## src/rtl/ibex_ex_iter_muldiv.sv

```systemverilog
// Iterative multiply/divide unit: shift-add MUL/MULHU, restoring DIVU/REMU.
// The divider datapath exists only when IBEX_EX_ITER_DIV_EN is defined; otherwise DIVU/REMU report err_o.
module ibex_ex_iter_muldiv #(
  parameter int unsigned Width     = 32,
  parameter bit          EarlyTerm = 1'b1
) (
  input  logic             clk_i,
  input  logic             rst_ni,
  input  logic             req_valid_i,
  output logic             req_ready_o,
  input  logic [1:0]       op_i,
  input  logic [Width-1:0] operand_a_i,
  input  logic [Width-1:0] operand_b_i,
  input  logic             kill_i,
  output logic             res_valid_o,
  input  logic             res_ready_i,
  output logic [Width-1:0] result_o,
  output logic             err_o,
  output logic             busy_o
);

  localparam int unsigned CntW = $clog2(Width);

  typedef enum logic [1:0] {
    IDLE = 2'd0,
    MUL  = 2'd1,
    DIV  = 2'd2,
    DONE = 2'd3
  } state_e;

  state_e             state_reg, state_next;
  logic               op_hi_reg, op_hi_next;
  logic [CntW-1:0]    cnt_reg, cnt_next;
  logic [2*Width-1:0] mcand_reg, mcand_next;
  logic [2*Width-1:0] prod_reg, prod_next;
  logic [Width-1:0]   mplier_reg, mplier_next;
  logic [Width-1:0]   result_reg, result_next;

  logic               accept;
  logic [2*Width-1:0] prod_add;
  logic [Width-1:0]   mplier_shift;
  logic               mul_last;
  logic [Width-1:0]   mul_res;
  logic               iter_last;

  assign accept = (state_reg == IDLE) && req_valid_i && !kill_i;

  // The multiplicand is pre-shifted each step, so the product is aligned after every iteration
  // and early termination needs no final correction shift.
  assign prod_add     = mplier_reg[0] ? (prod_reg + mcand_reg) : prod_reg;
  assign mplier_shift = mplier_reg >> 1;
  assign iter_last    = (cnt_reg == CntW'(Width - 1));
  assign mul_last     = iter_last || (EarlyTerm && (mplier_shift == '0));
  assign mul_res      = op_hi_reg ? prod_add[2*Width-1:Width] : prod_add[Width-1:0];

`ifdef IBEX_EX_ITER_DIV_EN
  logic [Width-1:0] rem_reg, rem_next;
  logic [Width-1:0] quo_reg, quo_next;
  logic [Width-1:0] divisor_reg, divisor_next;
  logic [Width:0]   div_shift;
  logic [Width:0]   div_diff;
  logic             div_ge;
  logic [Width-1:0] rem_new;
  logic [Width-1:0] quo_new;
  logic [Width-1:0] div_res;

  // Partial remainder always stays below the divisor, so bit Width of the difference is its sign.
  assign div_shift = {rem_reg, quo_reg[Width-1]};
  assign div_diff  = div_shift - {1'b0, divisor_reg};
  assign div_ge    = !div_diff[Width];
  assign rem_new   = div_ge ? div_diff[Width-1:0] : div_shift[Width-1:0];
  assign quo_new   = {quo_reg[Width-2:0], div_ge};
  assign div_res   = op_hi_reg ? rem_new : quo_new;
  assign err_o     = 1'b0;
`else
  logic err_reg, err_next;
  assign err_o = err_reg;
`endif

  always_comb begin
    state_next  = state_reg;
    op_hi_next  = op_hi_reg;
    cnt_next    = cnt_reg;
    mcand_next  = mcand_reg;
    prod_next   = prod_reg;
    mplier_next = mplier_reg;
    result_next = result_reg;
`ifdef IBEX_EX_ITER_DIV_EN
    rem_next     = rem_reg;
    quo_next     = quo_reg;
    divisor_next = divisor_reg;
`else
    err_next     = err_reg;
`endif

    case (state_reg)
      IDLE: begin
        if (accept) begin
          op_hi_next = op_i[0];
          cnt_next   = '0;
          if (!op_i[1]) begin
            state_next  = MUL;
            mcand_next  = {{Width{1'b0}}, operand_a_i};
            mplier_next = operand_b_i;
            prod_next   = '0;
`ifndef IBEX_EX_ITER_DIV_EN
            err_next    = 1'b0;
`endif
          end else begin
`ifdef IBEX_EX_ITER_DIV_EN
            if (operand_b_i == '0) begin
              state_next  = DONE;
              result_next = op_i[0] ? operand_a_i : {Width{1'b1}};
            end else begin
              state_next   = DIV;
              rem_next     = '0;
              quo_next     = operand_a_i;
              divisor_next = operand_b_i;
            end
`else
            state_next  = DONE;
            result_next = '0;
            err_next    = 1'b1;
`endif
          end
        end
      end

      MUL: begin
        prod_next   = prod_add;
        mcand_next  = mcand_reg << 1;
        mplier_next = mplier_shift;
        cnt_next    = cnt_reg + 1'b1;
        if (mul_last) begin
          state_next  = DONE;
          result_next = mul_res;
        end
      end

      DIV: begin
`ifdef IBEX_EX_ITER_DIV_EN
        rem_next = rem_new;
        quo_next = quo_new;
        cnt_next = cnt_reg + 1'b1;
        if (iter_last) begin
          state_next  = DONE;
          result_next = div_res;
        end
`else
        state_next = IDLE;
`endif
      end

      DONE: begin
        if (res_ready_i) begin
          state_next = IDLE;
        end
      end

      default: state_next = IDLE;
    endcase

    // Abort wins over everything, including an accept or a result handshake.
    if (kill_i) begin
      state_next = IDLE;
    end
  end

  always_ff @(posedge clk_i or negedge rst_ni) begin
    if (!rst_ni) begin
      state_reg    <= IDLE;
      op_hi_reg    <= 1'b0;
      cnt_reg      <= '0;
      mcand_reg    <= '0;
      prod_reg     <= '0;
      mplier_reg   <= '0;
      result_reg   <= '0;
`ifdef IBEX_EX_ITER_DIV_EN
      rem_reg      <= '0;
      quo_reg      <= '0;
      divisor_reg  <= '0;
`else
      err_reg      <= 1'b0;
`endif
    end else begin
      state_reg    <= state_next;
      op_hi_reg    <= op_hi_next;
      cnt_reg      <= cnt_next;
      mcand_reg    <= mcand_next;
      prod_reg     <= prod_next;
      mplier_reg   <= mplier_next;
      result_reg   <= result_next;
`ifdef IBEX_EX_ITER_DIV_EN
      rem_reg      <= rem_next;
      quo_reg      <= quo_next;
      divisor_reg  <= divisor_next;
`else
      err_reg      <= err_next;
`endif
    end
  end

  assign req_ready_o = (state_reg == IDLE);
  assign res_valid_o = (state_reg == DONE);
  assign busy_o      = (state_reg == MUL) || (state_reg == DIV);
  assign result_o    = result_reg;

endmodule

```

## config.mk

```make
export PLATFORM = sky130hd
export DESIGN_NAME = ibex_ex_iter_muldiv
export DESIGN_NICKNAME = d
export VERILOG_FILES = /design/src/rtl/ibex_ex_iter_muldiv.sv
export SDC_FILE = /design/constraint.sdc
export NUM_CORES = 1
export LEC_CHECK = 0
export ABC_AREA = 1
export CAP_MARGIN = 20
export CELL_PAD_IN_SITES_DETAIL_PLACEMENT = 0
export CELL_PAD_IN_SITES_GLOBAL_PLACEMENT = 1
export CORE_MARGIN = 2
export CORE_UTILIZATION = 46
export DETAILED_ROUTE_END_ITERATION = 16
export DONT_BUFFER_PORTS = 1
export GPL_TIMING_DRIVEN = 1
export PLACE_DENSITY = 0.85
export SLEW_MARGIN = 10
export SYNTH_ARGS = -nofsm -noshare
export SYNTH_HDL_FRONTEND = slang
export SYNTH_SLANG_ARGS = --single-unit
```

## constraint.sdc

```tcl
create_clock -name clk_i -period 2.8 [get_ports clk_i]
set_input_delay 0.28 -clock clk_i [delete_from_list [all_inputs] [get_ports clk_i]]
set_output_delay 0.28 -clock clk_i [all_outputs]
set_load 0.01 [all_outputs]
```

==> impl_metrics.ini <==
[sta]
whs_ns = -0.579
finClkSkew_ns = 0.0312
worstMarginPinSlew_ns = 0.855
maxSlewHeadroom_pct = 43.0
setup_viol = 0
slew_viol_final = 0
finalHoldViolCount = 201
finalCritPeriodShare_pct = 96.5
fmax_mhz = 370
fin_crit_ns = 2.70

[placement]
post_dp_cell_area_um2 = 15500
portBuffers = 0
hpwlAfterDp_um = 40100
placedCellCount = 2721
routabilityCongestion = 0.986

[yosys]
synth_edf_count = 0
synth_top_area_share_pct = 33.8
syn-instance-count = 2340
yosys.area.top_type = dfrtp_1
syn_nets = 2480
synth_area_leaders = dfrtp_1 (34%), nand2_1 (23%), inv_1 (9.2%)
ys_warn_count = 0
ys_seq_area_share_pct = 33.8
postSynthAreaPerCell_um2 = 6.37
async_flop_share_pct = 100
synth_seq_cells = 201
synth_area_um2 = 14900
synth-main-ff-cell = dfrtp_1
synth_cell_types = 42

[flow_run]
maxCapViolations = 0

[detailed_routing]
drtAntennaViolNets = 0
vias = 15300
drt_pass1_iterations = 5
wl_um = 52500
viasPerCell = 5.40
wire_per_inst_um = 18.6
first_iter_violations = 1461
drc = 0

[worst_setup_path]
cp.arrival_ns = 3.14
crit_type = reg2reg
critPathCaptureType = flip-flop
critPathLaunchType = flip-flop
crit_top_cell = nand3_1
crit_chain = ha_1 -> nand2_2 -> inv_1 -> a21oi_1 -> nand3_1 -> nand2_1 -> nand3_1 -> nand2_2 -> nand3b_1 -> nand3_1 -> nand3_1 -> nand2_1 -> nand2_1
crit_slowest_cell = dfrtp_1
critPathMaxFanout = 5
worstPathRequired_ns = 3.23
slowest_delay_ns = 0.41

[power]
ir_drop_mv = 0.920
power_leakage_uw = 0.00952
power_density_nw_per_um2 = 1040

[finish]
final_common_cell = nand2_1
area_growth_pct = 15.0
drive_gt1_share_pct = 5.97
fillerInstances = 3280
nets = 2550
final_util_pct = 54.0
layout.cells.non_filler = 2829
diodes = 0
finish.instance_area_um2 = 17100
ff_latch_area_um2 = 5030
final_cell_mix = nand2_1 (922), inv_1 (364), dfrtp_1 (200), nor2_1 (151), nand3_1 (142)
multi_input_area_um2 = 8270

[grt]
grt_start_max_net_pins = 202
overflow = 0
antenna_found_initial = 0
first_global_vias = 14600
grt_use_total_pct = 31.7
grt_pass1_wl_um = 82700

[floorplanning]
io_pins = 107
die_w_um = 184
start_util_pct = 47.0
fp-row-count = 65
die_h_um = 184
fp.coreArea_um2 = 31700
dieArea_um2 = 33800

[clock_network]
cts_htree_levels = 1
numCtsBuffers = 24
root_buffer = clkbuf_16
clkSlewWorstSetupHoldPaths_ns = 0.06
numClockSinks = 201
cts_hold_buf = 65
clk_latency_ns = 0.56
cts_buffer_depth = 3
cts_tree = built

[hold_path]
hold_path_class = in2async

[run_status]
failed_checks = hold timing
status = finished, violations left
==> repair_timing <==
item,CTS,global route
setup buffers,0,0
setup endpoints to repair,1,37
hold endpoints to repair,267,201
gates resized for setup,1,35
==> worst max-delay path, delay by kind of cell, from the launching register on <==
kind	cells	cell delay (ns)
flops	1	0.41
simple gates	10	1.46
fa+ha+maj	1	0.38
buf+inv	1	0.05
compound gates	1	0.26
==> routing by layer <==
layer	GRT usage [%]	part of all wire, %
met3	4.66	7.5
met1	45.1	46
met2	50.4	44
met5	0	0
met4	8.26	2.6
==> cell type report <==
class,count,share of cell area [%]
clock inverters,13,1.08
well taps,402,2.94
multi-input cells,1689,48.3
flip-flops and latches,201,29.4
clock buffers,30,3.70
repair buffers,117,6.37
inverters,377,8.29
==> worst paths after layout <==
path                                      start       endpoint  slack (ns)  depth (start not counted)
worst max-delay path               mcand_reg[7]    result_o[9]         0.1                         13
worst min-delay path                     rst_ni  mcand_reg[23]       -0.58                          0
worst max register to register     mcand_reg[7]    result_o[9]         0.1                         13
worst min register to register       cnt_reg[4]     cnt_reg[4]        0.50                          2
max in group asynchronous                rst_ni   prod_reg[56]        2.65                          0
min in group clk_i              operand_a_i[30]  mcand_reg[30]        0.05                          2
==> cells in the mapped netlist (4+ instances only) <==
cell / n
o211ai_1: 25
a21oi_1: 84
nor4_1: 8
buf_6: 6
nand3_1: 150
clkinv_1: 8
buf_4: 4
a21o_1: 13
o22ai_1: 46
o21bai_1: 15
xor2_1: 21
nor2_1: 157
clkbuf_1: 41
dfrtp_1: 201
nand3b_1: 13
a31oi_1: 41
buf_2: 21
nand4_1: 13
o21ai_1: 7
inv_1: 365
o21ai_0: 64
nand2_1: 928
nor3_1: 17
ha_1: 68
==> stage by stage <==
| stage | setup slack (ns) | setup TNS (ns) | total power, uW |
|---|---|---|---|
| after floorplan | 0.742 | 0 | 11000 |
| final | 0.0993 | 0 | 17900 |
| after CTS | 0.0444 | 0 | 17600 |
| after detailed placement | -0.00376 | -0.00376 | 14100 |
| after global routing | -0.0250 | -0.0332 | 19300 |
| after global placement | 0.0403 | 0 | 14000 |
==> logic make-up after synthesis <==
| logic type | after synthesis | share of synthesized area (%) |
|---|---|---|
| AO/OA/AOI/OAI | 299 | 11.8 |
| AND/OR/NAND/NOR | 1298 | 35.3 |
| buffers and inverters | 450 | 11.9 |
| multiplexers | 1 | 0.0756 |
| flip-flops | 201 | 33.8 |
| XOR/XNOR | 22 | 1.29 |
| adder cells (fa/ha/maj) | 69 | 5.84 |
==> power breakdown <==
part,total [uW],internal (uW),switching (uW),leakage (uW)
registers,5080,4010,1070,0.00261
clock network,3350,1980,1370,0.000396
logic,9460,3190,6270,0.00651
(Power assumes the default switching activity.)
